===== config.mk =====
export PLATFORM = sky130hd
export DESIGN_NAME = alu_core
export DESIGN_NICKNAME = d
export VERILOG_FILES = /design/src/rtl/alu_core_pkg.sv /design/src/rtl/alu_core_div.sv /design/src/rtl/alu_core.sv
export SDC_FILE = /design/constraint.sdc
export NUM_CORES = 1
export LEC_CHECK = 0
export ABC_AREA = 1
export CAP_MARGIN = 20
export CORE_MARGIN = 3
export CORE_UTILIZATION = 48
export DETAILED_ROUTE_END_ITERATION = 8
export PLACE_DENSITY = 0.76
export SYNTH_ARGS = -nofsm -noshare
export SYNTH_HDL_FRONTEND = slang
export SYNTH_SLANG_ARGS = --single-unit

===== constraint.sdc =====
create_clock -name clk -period 2.9 [get_ports clk]
set_input_delay 0.435 -clock clk [delete_from_list [all_inputs] [get_ports clk]]
set_output_delay 0.435 -clock clk [all_outputs]
set_load 0.02 [all_outputs]

===== src/rtl/alu_core_pkg.sv =====
// alu_core_pkg: opcode encoding shared by the ALU core and its divider.
package alu_core_pkg;
  localparam int OP_W = 3;
  typedef enum logic [OP_W-1:0] {
    OP_ADD, OP_AND, OP_SUB, OP_OR, OP_XOR, OP_MUL, OP_DIV, OP_SLT
  } op_e;
endpackage


===== src/rtl/alu_core_div.sv =====
// alu_core_div: combinational unsigned divider; B=0 yields all-ones quotient and remainder A.
module alu_core_div #(
  parameter int N = 4
) (
  input  logic [N-1:0] a,
  input  logic [N-1:0] b,
  output logic [N-1:0] quotient,
  output logic [N-1:0] remainder,
  output logic         div_by_zero
);
  always_comb begin
    div_by_zero = b == '0;
    quotient    = div_by_zero ? '1 : a / b;
    remainder   = div_by_zero ? a : a % b;
  end
endmodule


===== src/rtl/alu_core.sv =====
// alu_core: single-cycle registered ALU; divider compiled in only with ALU_CORE_DIV_EN.
module alu_core
  import alu_core_pkg::*;
#(
  parameter int N = 4
) (
  input  logic            clk,
  input  logic            reset,
  input  logic            in_valid,
  input  logic [N-1:0]    operand1,
  input  logic [N-1:0]    operand2,
  input  logic [OP_W-1:0] operation,
  output logic [2*N-1:0]  alu_out,
  output logic            out_valid,
  output logic            zero,
  output logic            div_by_zero
);
  logic [2*N-1:0] a, b, div_res, result;
  logic           div_zero;
  op_e            op;
  assign a  = {{N{1'b0}}, operand1};
  assign b  = {{N{1'b0}}, operand2};
  assign op = op_e'(operation);
`ifdef ALU_CORE_DIV_EN
  logic [N-1:0] quotient, remainder;
  alu_core_div #(.N(N)) u_div (
    .a           (operand1),
    .b           (operand2),
    .quotient    (quotient),
    .remainder   (remainder),
    .div_by_zero (div_zero)
  );
  assign div_res = {remainder, quotient};
`else
  assign div_res  = '0;
  assign div_zero = 1'b0;
`endif
  always_comb begin
    case (op)
      OP_ADD:  result = a + b;
      OP_AND:  result = a & b;
      OP_SUB:  result = a - b;
      OP_OR:   result = a | b;
      OP_XOR:  result = a ^ b;
      OP_MUL:  result = a * b;
      OP_DIV:  result = div_res;
      default: result = {{(2*N-1){1'b0}}, $signed(operand1) < $signed(operand2)};
    endcase
  end
  always_ff @(posedge clk) begin
    if (reset) begin
      alu_out     <= '0;
      out_valid   <= 1'b0;
      zero        <= 1'b1;
      div_by_zero <= 1'b0;
    end else begin
      out_valid <= in_valid;
      if (in_valid) begin
        alu_out     <= result;
        zero        <= result == '0;
        div_by_zero <= (op == OP_DIV) && div_zero;
      end
    end
  end
endmodule


==> results of run 1 <==
## area by class of cell
class | count | area, sq um | area share [%]
Sequential cell | 10 | 200.2 | 10.91
Timing Repair Buffer | 38 | 335.3 | 18.28
Multi-Input combinational cell | 170 | 1057 | 57.64
Inverter | 48 | 180.2 | 9.823
Tap cell | 31 | 38.79 | 2.115
Clock buffer | 3 | 22.52 | 1.228
## worst min path at each step
| stage | slack (ps) | to | from | cells after the start |
|---|---|---|---|---|
| after floorplan | 540 | alu_out[3] | alu_out[3] | 2 |
| after global placement | 460 | alu_out[3] | alu_out[3] | 2 |
| after detailed placement | 470 | zero | zero | 2 |
| after CTS | 480 | alu_out[4] | alu_out[4] | 2 |
| after global routing | 500 | alu_out[3] | alu_out[3] | 2 |
| final | 470 | alu_out[3] | alu_out[3] | 2 |
## timing repair
action | CTS | global route
pin swaps | 7 | 6
endpoints found under the setup margin | 6 | 6
resized for setup | 12 | 9
## cell usage in the layout, fill, tap and decap left out, types with 6 or more instances in the layout
cell,Yosys,layout
ha_1,24,24
nand2_1,59,56
nand3_1,20,19
nand4_1,6,6
inv_1,47,45
clkdlybuf4s50_1,0,17
buf_4,2,15
dfxtp_1,10,10
a21oi_1,7,7
nor2_1,27,27
## routing by layer
metal  vias to the layer above  global-route usage (%)
met5                         -                       0
met4                         0                   5.573
met3                         4                   2.725
met2                        33                   34.44
met1                       627                   24.30
li1                        800                       -
## flip-flops by register name (all words and copies together), names as in the netlist
signal	cells
zero	1
out_valid	1
alu_out	8
## per-stage QoR
step / utilization [%] / instances / hold slack, ps / instance area, sq um / TNS [ps]
3_5_place_dp: 63.78 / 297 / 467.7 / 1804 / -2453
3_3_place_gp: 63.78 / 297 / 464.6 / 1804 / -2254
6_report: 64.84 / 300 / 472.8 / 1834 / 0
4_1_cts: 64.75 / 300 / 475.5 / 1832 / 0
2_1_floorplan: - / 234 / 540.2 / 1469 / 0
5_1_grt: 64.84 / 300 / 497.4 / 1834 / 0
## tightest hold or removal path: stages (launching register included)
cell,delay [ps]
dfxtp_1,310
nand2_1,60
o21ai_0,60
## cells by family (layout without fill, tap and decap cells)
family                     count (synthesis)  in the layout  synth area share, %
and+or+nand+nor                          117            117                33.31
buffers and inverters                     54             89                15.42
adders and majority gates                 30             30                28.62
AOI/OAI and AO/OA                         21             21                8.177
DFF                                       10             10                13.63
other                                      1              1               0.2553
xor gates and xnor gates                   1              1               0.5964
## power groups by stage
stage,Clock (W),Combinational (W),Sequential (W)
6_report,0.0000905,0.000283,0.000152
5_1_grt,0.000104,0.000324,0.000152
4_1_cts,0.0000922,0.000283,0.000152
3_5_place_dp,0,0.000279,0.000155
3_3_place_gp,0,0.000277,0.000154
2_1_floorplan,0,0.000163,0.000167
==> run summary, run 1 <==
Status: complete, no violations
Clk sinks: 10
Largest cells by area after synthesis: ha_1 20%, nand2_1 15%, dfxtp_1 14%
Synth warn: 0
Clock power frac: 17.2%
Initial DRC Count: 69
Switching Share: 39.00%
Worst reg2reg startpoint: alu_out[1]
Die X: 61.32 microns
Via Count: 1464
GRT overflow: 0
Initial Util: 51.92%
Core Area: 2829 sq um
RSZ-0062 raised after global routing: no
Syn nets: 278
Crit path largest cell delay: 460 ps
Final max-slew violation count: 0
First-pass detailed-route iteration total: 4
Most common cell on crit path: nand2_1
Max_cap viols: 0
Power Density: 286.4 nW/um^2
End of the critical path: zero
Yosys top cell by area: ha_1
Critical path data arrival time: 2890 ps
Synth Cell Area: 1469 sq um
Total GRT Usage: 19.42%
Synth Register Bits: 10
Peak supply drop: 0.0001431 V
H-tree Lvls: 1
Residual DRC: 0
Setup Fix Bufs, Post-CTS: 0
Slack of the critical path: 213.8 ps
Layout cells sized above 1: 11.90%
Seq pwr share: 28.8%
Max Root-Sink Buffers: 2
Row count: 19
Crit start category: input port
Setup crit end kind: flip-flop
Worst Setup SP: operand2[2]
Final nets: 315
Top_reg_cell synth: dfxtp_1
Fin crit share: 92.63%
Post-synth cell types: 25
Root buf cell: clkbuf_4
Syn Inst Count: 234
Syn avg cell area: 6.277 sq um
Worst-Skew Late Latency: 260 ps
Worst path top cell family by delay: adder cells
Num ports: 25
Vias in the first global route: 1318
Fill cells: 278
DR top layer: met4
Hold Path Class: flip-flop to flip-flop
Final setup vio count: 0
FF-to-FF End: alu_out[1]
Port-buffer cells: 23
Synthesis-to-finish area growth: 24.87%
Post-synth EDFFs: 0
Reg2Reg Depth: 3
Final wirelength: 3.123 mm
Crit path buffers/inverters: 3
Final HPWL DP: 2.690 mm
Final total power: 0.0005254 W
CTS Buf Count: 3
Net Switching: 0.0002049 W
Combinational fraction of design power: 53.9%
Final Hold Viols: 0
Top-area cell type share of the netlist area: 20.44%
CTS tree: done
Initial antenna violation count: 0
Met2 routed WL: 1.512 mm
Cells along the critical path: dlygate4sd2_1 -> buf_4 -> ha_1 -> fa_1 -> ha_1 -> ha_1 -> inv_1 -> nand2_1 -> nand3_2 -> nand2_1 -> nand2_1 -> nand3_1 -> nand2_1 -> nor2_1 -> nand3_1 -> nand2_1
Largest net degree at the start of global routing: 13
Final antenna-violating net count: 0
Tmin final: 2686 ps
Internal power component: 0.0003205 W
Critical path's slowest cell: fa_1
Inserted Diodes: 0
M1 WL: 1.463 mm
Hold-fix buffers, CTS: 0
Synth cell count leaders: 59 x nand2_1, 47 x inv_1, 27 x nor2_1
Reg clk slew, reported paths: 60 ps
Place WS: -533.2 ps
Gpl congestion: 0.8193
Count leader, synth: nand2_1
Met3 wire len: 126 microns
Setup Skew: 0 ps
CP Max Fanout: 4
R2R Setup Slk: 2220 ps
Synth async-reset ratio: 0%
LEAKAGE: 1.079 nW
Crit path kind: input port to flip-flop
Die ar.: 3760 sq um
Max Fclk: 372.3 MHz
Routed vias/inst: 4.880
WL/cell: 10.41 microns
First-pass GRT wire length: 5.526 mm
CP Depth: 16
Worst path required time: 3110 ps
Sequential share of the synthesized area: 13.63%
Die Y: 61.32 microns
Power figures use the tool's default switching activity.
==> inputs of run 2 (changes only) <==
--- a/config.mk
+++ b/config.mk
@@ -12,4 +12,5 @@
 export DETAILED_ROUTE_END_ITERATION = 8
 export PLACE_DENSITY = 0.76
+export SLEW_MARGIN = 20
 export SYNTH_ARGS = -nofsm -noshare
 export SYNTH_HDL_FRONTEND = slang
==> constraint.sdc (replaced) <==
create_clock -name clk -period 2.9 [get_ports clk]
set_input_delay 0.58 -clock clk [delete_from_list [all_inputs] [get_ports clk]]
set_output_delay 0.58 -clock clk [all_outputs]
set_load 0.02 [all_outputs]
==> run 2 against run 1 <==
  * Combinational power rose by 5%
  * Largest power group unchanged
  * Final cell count unchanged
  * Sequential power barely moved
  * Largest cell class unchanged
  * Final area grew 0.82%
  * Critical path type unchanged
  * Non-clock buffer count unchanged
  * Clock power down 2.2%
  * Highest routed layer is now met3
  * Routed wire length rose by 6.0%
  * Flip-flop and latch count unchanged
==> run summary, run 2 (same netlist as run 1, synthesis figures left out) <==
Status: complete, no violations
Final antenna-violating net count: 0
Crit path largest cell delay: 570 ps
Critical path data arrival time: 2960 ps
Setup crit end kind: flip-flop
Tmin final: 2757 ps
First-pass GRT wire length: 5.478 mm
Worst Setup SP: operand1[1]
Core Area: 2829 sq um
Die X: 61.32 microns
Clk sinks: 10
Largest Register: alu_out
Synthesis-to-finish area growth: 25.89%
GRT overflow: 0
Top Registers: alu_out: 8 flops, out_valid: 1 flops, zero: 1 flops
Root buf cell: clkbuf_4
Final Hold Viols: 0
Reg2Reg Depth: 4
Peak supply drop: 0.0001402 V
WL/cell: 11.04 microns
Final setup vio count: 0
Final wirelength: 3.311 mm
Area post-placement: 1807 sq um
Layout cells sized above 1: 17.10%
Via Count: 1491
Critical path's slowest cell: fa_1
Routed vias/inst: 4.970
Gpl congestion: 0.8653
Most common cell after layout, fill and taps aside: nand2_1
Num ports: 25
HP Start: alu_out[6]
Met3 wire len: 153 microns
Initial Util: 51.92%
Final total power: 0.0005361 W
R2R Setup Slk: 2210 ps
CTS tree: done
Hold-fix buffers, CTS: 0
Worst-Skew Late Latency: 250 ps
Max_cap viols: 0
Cells along the critical path: clkbuf_2 -> nand2_2 -> fa_1 -> inv_2 -> fa_1 -> inv_2 -> fa_2 -> o21ai_2 -> nor2_1 -> nand3_1 -> nor2_1 -> nand3_1 -> nand2_1
Die ar.: 3760 sq um
Initial DRC Count: 85
First-pass detailed-route iteration total: 4
Worst Hold Depth: 2
Fill cells: 267
Reg clk slew, reported paths: 60 ps
Design area: 1849 sq um
Worst reg2reg startpoint: alu_out[5]
Power Density: 289.9 nW/um^2
CP Max Fanout: 2
Met2 routed WL: 1.632 mm
Max Fclk: 362.7 MHz
LEAKAGE: 1.057 nW
Total GRT Usage: 18.95%
Largest net degree at the start of global routing: 13
FF-to-FF End: alu_out[5]
Worst path required time: 3100 ps
Hold Crit Endpoint: alu_out[6]
Port-buffer cells: 23
Final HPWL DP: 2.700 mm
Initial antenna violation count: 0
Row count: 19
Fin crit share: 95.07%
Final max-slew violation count: 0
Crit start category: input port
M1 WL: 1.525 mm
CTS Buf Count: 3
Die Y: 61.32 microns
Inserted Diodes: 0
Most frequent cells in the layout: 55 x nand2_1, 44 x inv_1, 26 x nor2_1
H-tree Lvls: 1
Vias in the first global route: 1334
Final nets: 315
Crit path kind: input port to flip-flop
Max reg flops: 8
DR top layer: met3
Max Root-Sink Buffers: 2
Hold Path Class: flip-flop to flip-flop
Residual DRC: 0
Setup Skew: 0 ps
==> run 2: how the worst max path moves through the flow <==
stage / to / cells after the start / slack [ps]
floorplan: zero / 12 / 30
global placement: zero / 13 / -520
detailed placement: zero / 13 / -580
CTS: zero / 13 / 30
global route: zero / 15 / -2
finish: zero / 13 / 140
==> run 2: critical path: cells and delay by family <==
| family | cells | cell delay [ps] |
|---|---|---|
| adder cells (fa/ha/maj) | 3 | 1630 |
| AO/OA/AOI/OAI | 1 | 50 |
| AND/OR/NAND/NOR | 6 | 510 |
| buffers and inverters | 3 | 190 |
==> run 2: power by group <==
part / switching [W] / internal [W] / total [W] / leakage [nW]
clock network: 0.0000409 / 0.0000476 / 0.0000885 / 0.0138
logic: 0.000166 / 0.000130 / 0.000296 / 0.961
registers: 0.00000461 / 0.000147 / 0.000152 / 0.0827
total: 0.000211 / 0.000325 / 0.000536 / 1.06
==> run 2: metal layers <==
metal,vias to the layer above,global-route usage [%]
met5,-,0
met2,47,34.29
li1,795,-
met4,0,3.715
met3,0,2.725
met1,649,23.80
==> run 2: stage by stage <==
step	util [%]	worst slack, ps	hold slack (ps)	setup TNS (ps)	cells
after floorplan	-	29.02	540.2	0	234
after global placement	63.87	-521.2	459.2	-2759	297
after detailed placement	63.87	-577.3	464.1	-2998	297
after CTS	64.40	27.56	473.5	0	300
after global routing	65.37	-1.565	512.8	-1.565	300
final	65.37	143.0	473.4	0	300
==> run 2: area by class of cell <==
type / count / area [sq um] / share of cell area (%)
clock buffers: 3 / 22.52 / 1.218
repair buffers: 38 / 312.8 / 16.91
inverters: 48 / 180.2 / 9.743
well taps: 31 / 38.79 / 2.097
flip-flops and latches: 10 / 200.2 / 10.83
multi-input cells: 170 / 1095 / 59.20
==> run 2: repair_timing <==
action | 4_1_cts | 5_1_grt
pin swaps | 7 | 10
endpoints found under the setup margin | 6 | 6
setup buffers | 0 | 0
endpoints found under the hold margin | 0 | 0
gates resized for setup | 8 | 29
